## src/rtl/mem_lsu_pkg.sv

```systemverilog
// Shared definitions for the load/store unit: memory-op and FSM encodings,
// reset constants and small op-classification helpers.
package mem_lsu_pkg;

  typedef enum logic [3:0] {
    MEM_NONE = 4'd0,
    MEM_LB   = 4'd1,
    MEM_LBU  = 4'd2,
    MEM_LH   = 4'd3,
    MEM_LHU  = 4'd4,
    MEM_LW   = 4'd5,
    MEM_SB   = 4'd6,
    MEM_SH   = 4'd7,
    MEM_SW   = 4'd8
  } memop_e;

  typedef enum logic {
    ST_IDLE = 1'b0,
    ST_WAIT = 1'b1
  } state_e;

  localparam logic [31:0] ZeroWord   = 32'h0000_0000;
  localparam logic [4:0]  NOPRegAddr = 5'd0;

  function automatic logic isLoad(input memop_e op);
    return op inside {MEM_LB, MEM_LBU, MEM_LH, MEM_LHU, MEM_LW};
  endfunction

  function automatic logic isStore(input memop_e op);
    return op inside {MEM_SB, MEM_SH, MEM_SW};
  endfunction

  // Halfwords need an even offset, words a zero offset.
  function automatic logic isMisaligned(input memop_e op, input logic [1:0] off);
    case (op)
      MEM_LH, MEM_LHU, MEM_SH: return off[0];
      MEM_LW, MEM_SW:          return off != 2'b00;
      default:                 return 1'b0;
    endcase
  endfunction

endpackage

```

## src/rtl/mem_lsu_align.sv

```systemverilog
// Byte-lane logic: byte enables, store-data replication into lanes, and
// load lane selection with sign/zero extension (little-endian).
module mem_lsu_align
  import mem_lsu_pkg::*;
(
  input  memop_e      memop_i,
  input  logic [1:0]  off_i,
  input  logic [31:0] sdata_i,
  input  logic [31:0] rdata_i,
  output logic [3:0]  be_o,
  output logic [31:0] wdata_o,
  output logic [31:0] ldata_o
);

  logic [1:0]  offEff;
  logic [15:0] laneData;

  // Misaligned offsets collapse to the natural boundary of the access size.
  always_comb begin
    offEff = 2'b00;
    be_o   = 4'b0000;
    case (memop_i)
      MEM_LB, MEM_LBU, MEM_SB: begin
        offEff = off_i;
        be_o   = 4'b0001 << off_i;
      end
      MEM_LH, MEM_LHU, MEM_SH: begin
        offEff = {off_i[1], 1'b0};
        be_o   = off_i[1] ? 4'b1100 : 4'b0011;
      end
      MEM_LW, MEM_SW: begin
        offEff = 2'b00;
        be_o   = 4'b1111;
      end
      default: ;
    endcase

    laneData = 16'(rdata_i >> {offEff, 3'b000});
    wdata_o  = ZeroWord;
    ldata_o  = ZeroWord;
    case (memop_i)
      MEM_LB:  ldata_o = {{24{laneData[7]}}, laneData[7:0]};
      MEM_LBU: ldata_o = {24'h000000, laneData[7:0]};
      MEM_LH:  ldata_o = {{16{laneData[15]}}, laneData};
      MEM_LHU: ldata_o = {16'h0000, laneData};
      MEM_LW:  ldata_o = rdata_i;
      MEM_SB:  wdata_o = {4{sdata_i[7:0]}};
      MEM_SH:  wdata_o = {2{sdata_i[15:0]}};
      MEM_SW:  wdata_o = sdata_i;
      default: ;
    endcase
  end

endmodule

```

## src/rtl/mem_lsu.sv

```systemverilog
// Load/store unit with a single outstanding data-bus access and an ack timeout.
// Define MEM_LSU_ALIGN_EXC_EN to trap misaligned accesses via align_exc_o.
module mem_lsu
  import mem_lsu_pkg::*;
#(
  parameter int ADDR_W      = 32,
  parameter int REG_ADDR_W  = 5,
  parameter int TIMEOUT_CYC = 16
) (
  input  logic                  clk,
  input  logic                  rst,
  input  logic                  in_valid_i,
  input  logic [REG_ADDR_W-1:0] wd_i,
  input  logic                  wreg_i,
  input  logic [31:0]           wdata_i,
  input  logic [3:0]            memop_i,
  input  logic [ADDR_W-1:0]     addr_i,
  input  logic [31:0]           sdata_i,
  output logic                  stall_o,
  output logic                  dbus_req_o,
  output logic                  dbus_we_o,
  output logic [3:0]            dbus_be_o,
  output logic [ADDR_W-1:0]     dbus_addr_o,
  output logic [31:0]           dbus_wdata_o,
  input  logic                  dbus_ack_i,
  input  logic [31:0]           dbus_rdata_i,
  output logic [REG_ADDR_W-1:0] wd_o,
  output logic                  wreg_o,
  output logic [31:0]           wdata_o,
  output logic                  valid_o,
`ifdef MEM_LSU_ALIGN_EXC_EN
  output logic                  align_exc_o,
`endif
  output logic                  bus_err_o
);

  state_e                state_q, state_d;
  logic [7:0]            cnt_q, cnt_d;
  memop_e                latOp_q, latOp_d;
  logic [ADDR_W-1:0]     latAddr_q, latAddr_d;
  logic [31:0]           latSdata_q, latSdata_d;
  logic [REG_ADDR_W-1:0] latWd_q, latWd_d;
  logic                  latWreg_q, latWreg_d;
  logic [31:0]           latWdata_q, latWdata_d;
  logic [REG_ADDR_W-1:0] wd_q, wd_d;
  logic                  wreg_q, wreg_d;
  logic [31:0]           wdata_q, wdata_d;
  logic                  valid_q, valid_d;
  logic                  err_q, err_d;

  logic                  isIdle, misal, reqActive, timeout, done;
  memop_e                curOp;
  logic [ADDR_W-1:0]     curAddr;
  logic [31:0]           curSdata, curWdata;
  logic [REG_ADDR_W-1:0] curWd;
  logic                  curWreg;
  logic [3:0]            alignBe;
  logic [31:0]           alignWdata, alignLdata;

  mem_lsu_align u_align (
    .memop_i (curOp),
    .off_i   (curAddr[1:0]),
    .sdata_i (curSdata),
    .rdata_i (dbus_rdata_i),
    .be_o    (alignBe),
    .wdata_o (alignWdata),
    .ldata_o (alignLdata)
  );

  // In WAIT the bus is driven from the latched request so it never changes mid-access.
  always_comb begin
    isIdle   = (state_q == ST_IDLE);
    curOp    = isIdle ? memop_e'(memop_i) : latOp_q;
    curAddr  = isIdle ? addr_i  : latAddr_q;
    curSdata = isIdle ? sdata_i : latSdata_q;
    curWd    = isIdle ? wd_i    : latWd_q;
    curWreg  = isIdle ? wreg_i  : latWreg_q;
    curWdata = isIdle ? wdata_i : latWdata_q;
    misal    = 1'b0;
`ifdef MEM_LSU_ALIGN_EXC_EN
    misal    = isIdle && in_valid_i && isMisaligned(curOp, curAddr[1:0]);
`endif
    reqActive = rst && (!isIdle || (in_valid_i && curOp != MEM_NONE && !misal));
    timeout   = !isIdle && (cnt_q == 8'(TIMEOUT_CYC - 1)) && !dbus_ack_i;
    done      = reqActive && dbus_ack_i;
    stall_o   = reqActive && !(dbus_ack_i || timeout);

    dbus_req_o   = reqActive;
    dbus_we_o    = reqActive && isStore(curOp);
    dbus_be_o    = reqActive ? alignBe : 4'b0000;
    dbus_addr_o  = reqActive ? {curAddr[ADDR_W-1:2], 2'b00} : '0;
    dbus_wdata_o = reqActive ? alignWdata : ZeroWord;
  end

  always_comb begin
    state_d    = state_q;
    cnt_d      = cnt_q;
    latOp_d    = latOp_q;
    latAddr_d  = latAddr_q;
    latSdata_d = latSdata_q;
    latWd_d    = latWd_q;
    latWreg_d  = latWreg_q;
    latWdata_d = latWdata_q;
    wd_d       = wd_q;
    wreg_d     = wreg_q;
    wdata_d    = wdata_q;
    valid_d    = 1'b0;
    err_d      = 1'b0;

    if (isIdle) begin
      if (reqActive && !dbus_ack_i) begin
        state_d    = ST_WAIT;
        cnt_d      = 8'd0;
        latOp_d    = curOp;
        latAddr_d  = addr_i;
        latSdata_d = sdata_i;
        latWd_d    = wd_i;
        latWreg_d  = wreg_i;
        latWdata_d = wdata_i;
      end
    end else if (dbus_ack_i || timeout) begin
      state_d = ST_IDLE;
      cnt_d   = 8'd0;
    end else begin
      cnt_d = cnt_q + 8'd1;
    end

    if (done) begin
      valid_d = 1'b1;
      wd_d    = curWd;
      wreg_d  = curWreg;
      wdata_d = isLoad(curOp) ? alignLdata : curWdata;
    end else if (timeout) begin
      valid_d = 1'b1;
      err_d   = 1'b1;
      wd_d    = curWd;
      wreg_d  = 1'b0;
    end else if (isIdle && in_valid_i && (curOp == MEM_NONE || misal)) begin
      valid_d = 1'b1;
      wd_d    = wd_i;
      wreg_d  = wreg_i && !misal;
      wdata_d = wdata_i;
    end
  end

  always_ff @(posedge clk or negedge rst) begin
    if (!rst) begin
      state_q    <= ST_IDLE;
      cnt_q      <= 8'd0;
      latOp_q    <= MEM_NONE;
      latAddr_q  <= '0;
      latSdata_q <= ZeroWord;
      latWd_q    <= REG_ADDR_W'(NOPRegAddr);
      latWreg_q  <= 1'b0;
      latWdata_q <= ZeroWord;
      wd_q       <= REG_ADDR_W'(NOPRegAddr);
      wreg_q     <= 1'b0;
      wdata_q    <= ZeroWord;
      valid_q    <= 1'b0;
      err_q      <= 1'b0;
    end else begin
      state_q    <= state_d;
      cnt_q      <= cnt_d;
      latOp_q    <= latOp_d;
      latAddr_q  <= latAddr_d;
      latSdata_q <= latSdata_d;
      latWd_q    <= latWd_d;
      latWreg_q  <= latWreg_d;
      latWdata_q <= latWdata_d;
      wd_q       <= wd_d;
      wreg_q     <= wreg_d;
      wdata_q    <= wdata_d;
      valid_q    <= valid_d;
      err_q      <= err_d;
    end
  end

`ifdef MEM_LSU_ALIGN_EXC_EN
  logic exc_q;

  always_ff @(posedge clk or negedge rst) begin
    if (!rst) exc_q <= 1'b0;
    else      exc_q <= misal;
  end

  assign align_exc_o = exc_q;
`endif

  assign wd_o      = wd_q;
  assign wreg_o    = wreg_q;
  assign wdata_o   = wdata_q;
  assign valid_o   = valid_q;
  assign bus_err_o = err_q;

endmodule

```

## config.mk

```make
export PLATFORM = sky130hd
export DESIGN_NAME = mem_lsu
export DESIGN_NICKNAME = d
export VERILOG_FILES = /design/src/rtl/mem_lsu_pkg.sv /design/src/rtl/mem_lsu_align.sv /design/src/rtl/mem_lsu.sv
export SDC_FILE = /design/constraint.sdc
export NUM_CORES = 1
export LEC_CHECK = 0
export CAP_MARGIN = 20
export CORE_MARGIN = 2
export CORE_UTILIZATION = 53
export CTS_CLUSTER_DIAMETER = 30
export DETAILED_ROUTE_END_ITERATION = 6
export PLACE_DENSITY = 0.9
export SLEW_MARGIN = 20
export SYNTH_ARGS = -nofsm -noshare
export SYNTH_HDL_FRONTEND = slang
export SYNTH_SLANG_ARGS = --single-unit
```

## constraint.sdc

```tcl
create_clock -name clk -period 4.42 [get_ports clk]
set_input_delay 0.884 -clock clk [delete_from_list [all_inputs] [get_ports clk]]
set_output_delay 0.884 -clock clk [all_outputs]
set_load 0.1 [all_outputs]
```

Yosys cells after proc, flatten, opt, wreduce, memory -nomap -nowiden --
Index checks and enable logic that the tools add are counted.
Word-level totals: input port bits 142, flip-flop bits (word level) 155
Operators by class: muxes and demuxes 35, bitwise logic cells 1, add/subtract/negate cells 1, equality and inequality tests 10, shift operators 2, reduce and logical (&&, ||, !) cells 26
Operators with widths (number):
- 2-to-1 mux 32 bit | 9
- case mux 32 bit (5 select lines) | 1
- case mux 32 bit (3 select lines) | 1
- right shift 32 x 5 -> 16 bit | 1
- 2-to-1 mux 8 bit | 3
- 2-to-1 mux 5 bit | 4
- equality test 4 x 3 -> 1 bit (second input constant) | 4
- 2-to-1 mux 1 bit | 12
- 2-to-1 mux 4 bit | 3
- case mux 4 bit (3 select lines) | 1
- logical AND 1 bit | 10
- adder 8 x 1 -> 8 bit (second input constant) | 1
- equality test 4 x 2 -> 1 bit (second input constant) | 2
- equality test 8 x 4 -> 1 bit (second input constant) | 1
- nonzero test 3 bit | 2
- OR reduction 3 bit | 2
- nonzero test 5 bit | 1
- equality test 4 x 1 -> 1 bit (second input constant) | 1
- equality test 4 bit (second input constant) | 1
- logical NOT 4 bit | 1
- case mux 2 bit (2 select lines) | 1
- AND reduction 2 bit | 2
- nonzero test 2 bit | 2
- nonzero test 4 bit | 1
- other kinds (6) | 8

Longest topological paths before layout --
Gate-level depths: netlist of the first run.
word-level depth 8, depth in mapped cells 10

Modules after synthesis --
From an unflattened synthesis of the first run, not the netlist that was laid out.
Second synthesis, totals: cell total of the unflattened synthesis 894, area total of the unflattened synthesis 9710.6 sq um
Modules (own cells, without submodules):
- mem_lsu | cells each 708, times used 1, sequential area each 3878.7 sq um, area an instance 8421.8 sq um
- mem_lsu_align | cells each 186, times used 1, sequential area each 0.0 sq um, area an instance 1288.7 sq um

Least setup slack after synthesis of the first run --
Ideal clock, no wire load.
kind input to output, start point input memop_i[1], end point output dbus_wdata_o[23], slack -0.455 ns, cell stages on the path 5, data arrival time 3.991 ns, data required time 3.536 ns, cells stage by stage clkbuf_1 > mux2_2 > buf_2 > nand3_1 > o31ai_1
On the way: longest elaborated chain between the ends 6
RTL lines:
- start, declared | RTL line mem_lsu.sv:16 | input logic [3:0] memop_i,
- 2-to-1 mux 4 bit * | RTL line mem_lsu.sv:73 | curOp = isIdle ? memop_e'(memop_i) : latOp_q;
- parallel branches: the longest is 4 deep, another holds case mux 32 bit (3 select lines)
- 2-to-1 mux 32 bit * | RTL line mem_lsu.sv:92 | dbus_wdata_o = reqActive ? alignWdata : ZeroWord;
- end, declared | RTL line mem_lsu.sv:24 | output logic [31:0] dbus_wdata_o,
Mark *: on every way between the ends.

Worst setup path after layout of the first run --
start point input memop_i[0], end point output dbus_be_o[2]
On the way: longest elaborated chain between the ends 6
RTL lines:
- 2-to-1 mux 4 bit * | RTL line mem_lsu.sv:73
- parallel branches: the longest is 4 deep, another holds equality test 4 x 3 -> 1 bit
- 2-to-1 mux 4 bit * | RTL line mem_lsu.sv:90 | dbus_be_o = reqActive ? alignBe : 4'b0000;
- end, declared | RTL line mem_lsu.sv:22 | output logic [3:0] dbus_be_o,
Marked as above.

==> results of run 1 <==
[sequential cells by signal, summed over array words and instances, names as in the netlist]
register and cells:
valid_o 1, state_q 1, latSdata_q 32, latWreg_q 1, latOp_q 4, wd_o 5
latWd_q 5, bus_err_o 1, latAddr_q 32, wdata_o 32, latWdata_q 32, wreg_o 1
cnt_q 8
[critical path, stage by stage]
cell	delay, ns
clkdlybuf4s50_1	0.50
mux2i_1	0.59
a31oi_1	0.16
o21ai_0	0.84
nor2_2	0.14
buf_12	0.22
[synthesized netlist by cell type (all sizes together), types with 2 or more instances]
cell type / instances / area (µm²)
a2bb2oi: 6 / 52.6
a22o: 2 / 17.5
a221oi: 14 / 123
a22oi: 19 / 143
a31oi: 4 / 40.0
mux2: 141 / 1590
and3b: 2 / 17.5
inv: 5 / 18.8
o211ai: 9 / 67.6
clkbuf: 17 / 63.8
nand4: 2 / 12.5
nand2: 92 / 345
o32ai: 2 / 25.0
dfrtp: 155 / 3880
nor2b: 16 / 100
nand3: 11 / 55.1
o21ai: 25 / 129
a221o: 7 / 70.1
o21a: 2 / 15.0
o31ai: 2 / 15.0
xnor2: 2 / 17.5
a211oi: 2 / 27.5
nor2: 65 / 246
a21o: 3 / 22.5
a21oi: 49 / 249
mux2i: 76 / 781
a2111oi: 8 / 70.1
buf: 47 / 262
a32oi: 25 / 219
nor3b: 5 / 37.5
nand2b: 7 / 43.8
o22ai: 2 / 12.5
and3: 7 / 43.8
nor4: 3 / 48.8
nor3: 24 / 136
[worst min path at each step]
stage,cells after the start,endpoint,slack (ns)
2_1_floorplan,1,cnt_q[7],0.45
3_5_place_dp,2,wreg_o,0.48
4_1_cts,2,wd_o[1],0.49
5_1_grt,2,wd_o[0],0.50
6_report,2,wd_o[0],0.49
3_3_place_gp,2,wreg_o,0.47
[stage by stage]
stage          instance area (µm²)  total power, µW  setup slack, ns
2_1_floorplan                 9170             4010           -0.354
3_3_place_gp                 12500             4790            0.378
3_5_place_dp                 12500             4890            0.288
4_1_cts                      13100             6410            0.260
5_1_grt                      13100             6640           0.0723
6_report                     13100             6410            0.189
[final cells by class]
cell class | count | area, µm²
multi-input cells | 647 | 4940
flip-flops and latches | 155 | 3880
fillers | 1002 | 3590
repair buffers | 271 | 3390
clock buffers | 21 | 450
well taps | 220 | 275
clock inverters | 10 | 141
inverters | 6 | 22.5
diodes | 2 | 5.00
[cell usage in the layout, fill, tap and decap left out, types with 13 or more instances in the layout]
cell / n
a22oi_1: 19
mux2i_1: 73
nor2_2: 13
clkbuf_16: 17
nand2_1: 92
mux2_2: 140
nor3_1: 22
nor2b_1: 16
dfrtp_1: 154
o21ai_0: 22
nor2_1: 52
a221oi_1: 14
buf_12: 72
a32oi_1: 25
a21oi_1: 40
clkdlybuf4s50_1: 180
buf_4: 18
[power by group]
group	switching (µW)	internal [µW]	leakage [µW]
Clock	604	902	0.000284
Combinational	1850	992	0.00312
Sequential	256	1810	0.00184
[kinds of logic (layout without fill, tap and decap cells)]
family / after synthesis / in the layout
fa+ha+maj: 1 / 1
other cells: 1 / 4
buf+inv: 70 / 308
flops: 155 / 155
mux: 217 / 217
xor+xnor: 3 / 3
simple gates: 239 / 239
compound gates: 185 / 185
[per-layer routing]
layer  up-vias  GRT usage  wire length (µm)
met5         -          0                11
met2       502      0.564             15000
met4         2      0.135              1060
met1      4117      0.406             11200
met3        83      0.115              3280
li1       3682          -                 -
==> results.ini, run 1 <==
[critical_path]
cp-end-kind = output port
critPathArrivalTime_ns = 3.35
crit_required_ns = 3.54
cp_max_fo = 6
ff2ff_setup_slack_ns = 1.26
reg2reg_to = latWdata_q[21]
crit_path_end = dbus_be_o[2]
ff2ff_path_depth = 7
worst_setup_path_start_kind = input port
crit_type = input port to output port
startpoint = memop_i[0]
crit-reg2reg-launch = state_q

[min_path]
min-delay-start = latWd_q[0]
hp-class = flip-flop to flip-flop

[layout]
syn2layout_area_growth_pct = 44.1
fin_util = 0.785
final_cell_count_no_fill = 1332
nets = 1241
drive_gt1_frac = 0.268

[detailed_routing]
num_vias = 8386
wl_mm = 30.6
ant_nets = 0
drt-initial-drc-count = 655
wire_per_inst_um = 22.9
drc = 0
drt-vias-per-instance = 6.30
first_pass_iters = 5

[clocking]
post-cts-setup-buffers = 0
cts_max_level = 4
cts_sinks = 155
clockBufferDepth = 2
root_buffer = clkbuf_16
cts_hold_buf = 0
clk_pin_slew_ns = 0.06
insertion_delay_ns = 0.42
cts_resized = 0
cts_tree = done
numCtsBuffers = 17

[synth]
synth-seq-cells = 155
syn_avg_cell_area_um2 = 10.4
synthAdderAreaFrac = 0.00138
synth_area_mm2 = 0.00910
synth_compound_area_frac = 0.146
yosysWarnings = 0
synth_edf_count = 0
syn_inst = 871
ys_types = 64
synthXorXnorAreaFrac = 0.00289
synth.area.mux_share = 0.261
synth-simple-area-share = 0.124
ys.flop_type = dfrtp_1
seq_area_frac_synth = 0.426
synthArstFlopShare = 1.00
synth_top_family_by_area = multiplexers

[timing]
tns_ns = 0
final-hold-violation-count = 0
hold_ws_ns = 0.488
rsz0062_at_grt = false
finalClockSkew_ns = 0.00873
fmax_mhz = 236
fin_crit_ns = 4.23
fin_crit_sh = 0.957
slew_viol_final = 0
relSlewSlack = 0.295
max_slew.worst_pin.slew_ns = 1.05
setup_viol = 0

[place]
hpwlAfterDp_mm = 21.3
gp_congestion = 0.905
io_buffer_count = 250
dp_cells = 1299

[run_status]
outcome = completed

[die]
dieWidth_um = 135
rows = 47
ios = 253
die_height_um = 135
coreArea_mm2 = 0.0167
initial_core_util = 0.545
die_area_mm2 = 0.0182

[pwr]
p_leak_uw = 0.00524
powerDensity_mw_per_mm2 = 489
vdd_drop_max_mv = 0.376

[grt]
grt_pass1_wl_mm = 47.8
grt_pass1_vias = 8859
globalRouteTotalUtil = 0.339
overflow = 0
antenna_found_initial = 3
grt_max_degree = 91

[job]
max_cap_viol_count = 0

Power figures use the tool's default switching activity.
==> inputs of run 2 (changes only) <==
--- a/config.mk
+++ b/config.mk
@@ -6,11 +6,13 @@
 export NUM_CORES = 1
 export LEC_CHECK = 0
 export CAP_MARGIN = 20
+export CELL_PAD_IN_SITES_DETAIL_PLACEMENT = 0
+export CELL_PAD_IN_SITES_GLOBAL_PLACEMENT = 1
 export CORE_MARGIN = 2
-export CORE_UTILIZATION = 53
+export CORE_UTILIZATION = 40
 export CTS_CLUSTER_DIAMETER = 30
 export DETAILED_ROUTE_END_ITERATION = 6
-export PLACE_DENSITY = 0.9
+export PLACE_DENSITY = 0.89
 export SLEW_MARGIN = 20
 export SYNTH_ARGS = -nofsm -noshare
 export SYNTH_HDL_FRONTEND = slang
==> results.ini, run 2 (synthesis gave the netlist of run 1 again) <==
[critical_path]
critPathArrivalTime_ns = 3.28
crit_type = input port to output port
cp-end-kind = output port
ff2ff_setup_slack_ns = 1.25
ff2ff_path_depth = 7
worst_setup_path_start_kind = input port
crit-reg2reg-launch = state_q
reg2reg_to = wdata_o[8]
crit_required_ns = 3.54
cp_max_fo = 17

[detailed_routing]
ant_nets = 0
drt-vias-per-instance = 5.74
first_pass_iters = 5
wire_per_inst_um = 20.9
drt-initial-drc-count = 466
wl_mm = 29.1
drc = 0
num_vias = 8005

[job]
max_cap_viol_count = 0

[pwr]
vdd_drop_max_mv = 0.287
intPower_uw = 3710
p_clk_frac = 0.248
p_total_uw = 6420
p_leak_uw = 0.00525
p_seq_frac = 0.318
powerDensity_mw_per_mm2 = 486
swShare = 0.421
p_comb_frac = 0.435
p_sw_uw = 2700

[die]
dieWidth_um = 155
coreArea_mm2 = 0.0225
rows = 55
ios = 253
initial_core_util = 0.404
die_height_um = 155
die_area_mm2 = 0.0240

[grt]
overflow = 0
grt_max_degree = 88
grt_pass1_vias = 8191
globalRouteTotalUtil = 0.246
grt_pass1_wl_mm = 45.8
antenna_found_initial = 0

[layout]
nets = 1239
syn2layout_area_growth_pct = 45.2
layout_common_cells = 180 x clkdlybuf4s50_1, 154 x dfrtp_1, 140 x mux2_2, 92 x nand2_1, 73 x mux2i_1
antenna_cells = 0
drive_gt1_frac = 0.269
final_cell_area_mm2 = 0.0132
final_common_cell = clkdlybuf4s50_1
fin_util = 0.587

[place]
placed_area_mm2 = 0.0126
dp_worst_setup_slack_ns = 0.290
gp_congestion = 0.865
io_buffer_count = 250
hpwlAfterDp_mm = 20.6

[timing]
fin_ws_ns = 0.256
finalClockSkew_ns = 0.0138
rsz0062_at_grt = false
fin_crit_sh = 0.942
fmax_mhz = 240
fin_crit_ns = 4.16
final-hold-violation-count = 0
relSlewSlack = 0.297
setup_viol = 0
slew_viol_final = 0
max_slew.worst_pin.slew_ns = 1.05
hold_ws_ns = 0.381

[clocking]
numCtsBuffers = 17
clockBufferDepth = 2
post-cts-setup-buffers = 0
cts_tree = done
cts_resized = 0
cts_max_level = 4
root_buffer = clkbuf_16
clk_pin_slew_ns = 0.07
cts_hold_buf = 0
insertion_delay_ns = 0.43
cts_sinks = 155

[run_status]
outcome = completed

[min_path]
hp-class = input port to asynchronous set/reset pin

[run 2: metrics by stage]
stage | instances | TNS, ns
2_1_floorplan | 872 | -2.76
3_3_place_gp | 1362 | 0
3_5_place_dp | 1362 | 0
4_1_cts | 1394 | 0
5_1_grt | 1394 | 0
6_report | 1394 | 0
[run 2: metal layers]
metal / global-route usage / vias to the layer above / share of wire
met3: 0.0841 / 31 / 0.091
li1: - / 3680 / -
met2: 0.400 / 338 / 0.47
met4: 0.0617 / 0 / 0.014
met5: 0 / - / 0
met1: 0.317 / 3956 / 0.42
[run 2: layout make-up]
| type | instances | area [µm²] |
|---|---|---|
| Clock buffer | 18 | 429 |
| Clock inverter | 14 | 200 |
| Fill cell | 1862 | 9300 |
| Inverter | 6 | 22.5 |
| Multi-Input combinational cell | 647 | 4940 |
| Sequential cell | 155 | 3880 |
| Tap cell | 285 | 357 |
| Timing Repair Buffer | 269 | 3370 |
[run 2: worst max path at each step]
stage,startpoint,to,slack [ns],cells past startpoint
floorplan,memop_i[1],dbus_wdata_o[0],-0.35,6
global placement,memop_i[3],dbus_wdata_o[9],0.36,8
detailed placement,memop_i[3],dbus_wdata_o[9],0.29,8
CTS,memop_i[3],dbus_wdata_o[9],0.27,8
global route,memop_i[3],dbus_wdata_o[12],0.14,8
finish,memop_i[3],dbus_wdata_o[13],0.26,8
[run 2: critical path: stages]
cell,delay [ns]
clkdlybuf4s50_1,0.54
mux2i_4,0.41
nor4_4,0.10
buf_4,0.21
a21oi_1,0.56
a2bb2oi_1,0.27
nor2_2,0.08
buf_12,0.21
[run 2: power by group through the flow]
| stage | clock (µW) | sequential, µW | combinational, µW |
|---|---|---|---|
| floorplan | 0 | 2780 | 1230 |
| global placement | 0 | 2050 | 2760 |
| detailed placement | 0 | 2070 | 2790 |
| CTS | 1610 | 2040 | 2800 |
| global route | 1690 | 2100 | 2930 |
| finish | 1590 | 2040 | 2790 |
==> inputs of run 3 (changes only) <==
--- a/config.mk
+++ b/config.mk
@@ -5,7 +5,6 @@
 export SDC_FILE = /design/constraint.sdc
 export NUM_CORES = 1
 export LEC_CHECK = 0
-export CAP_MARGIN = 20
 export CELL_PAD_IN_SITES_DETAIL_PLACEMENT = 0
 export CELL_PAD_IN_SITES_GLOBAL_PLACEMENT = 1
 export CORE_MARGIN = 2
==> results of run 3 <==
Final layout, timing and power as in run 2 (identical DEF).
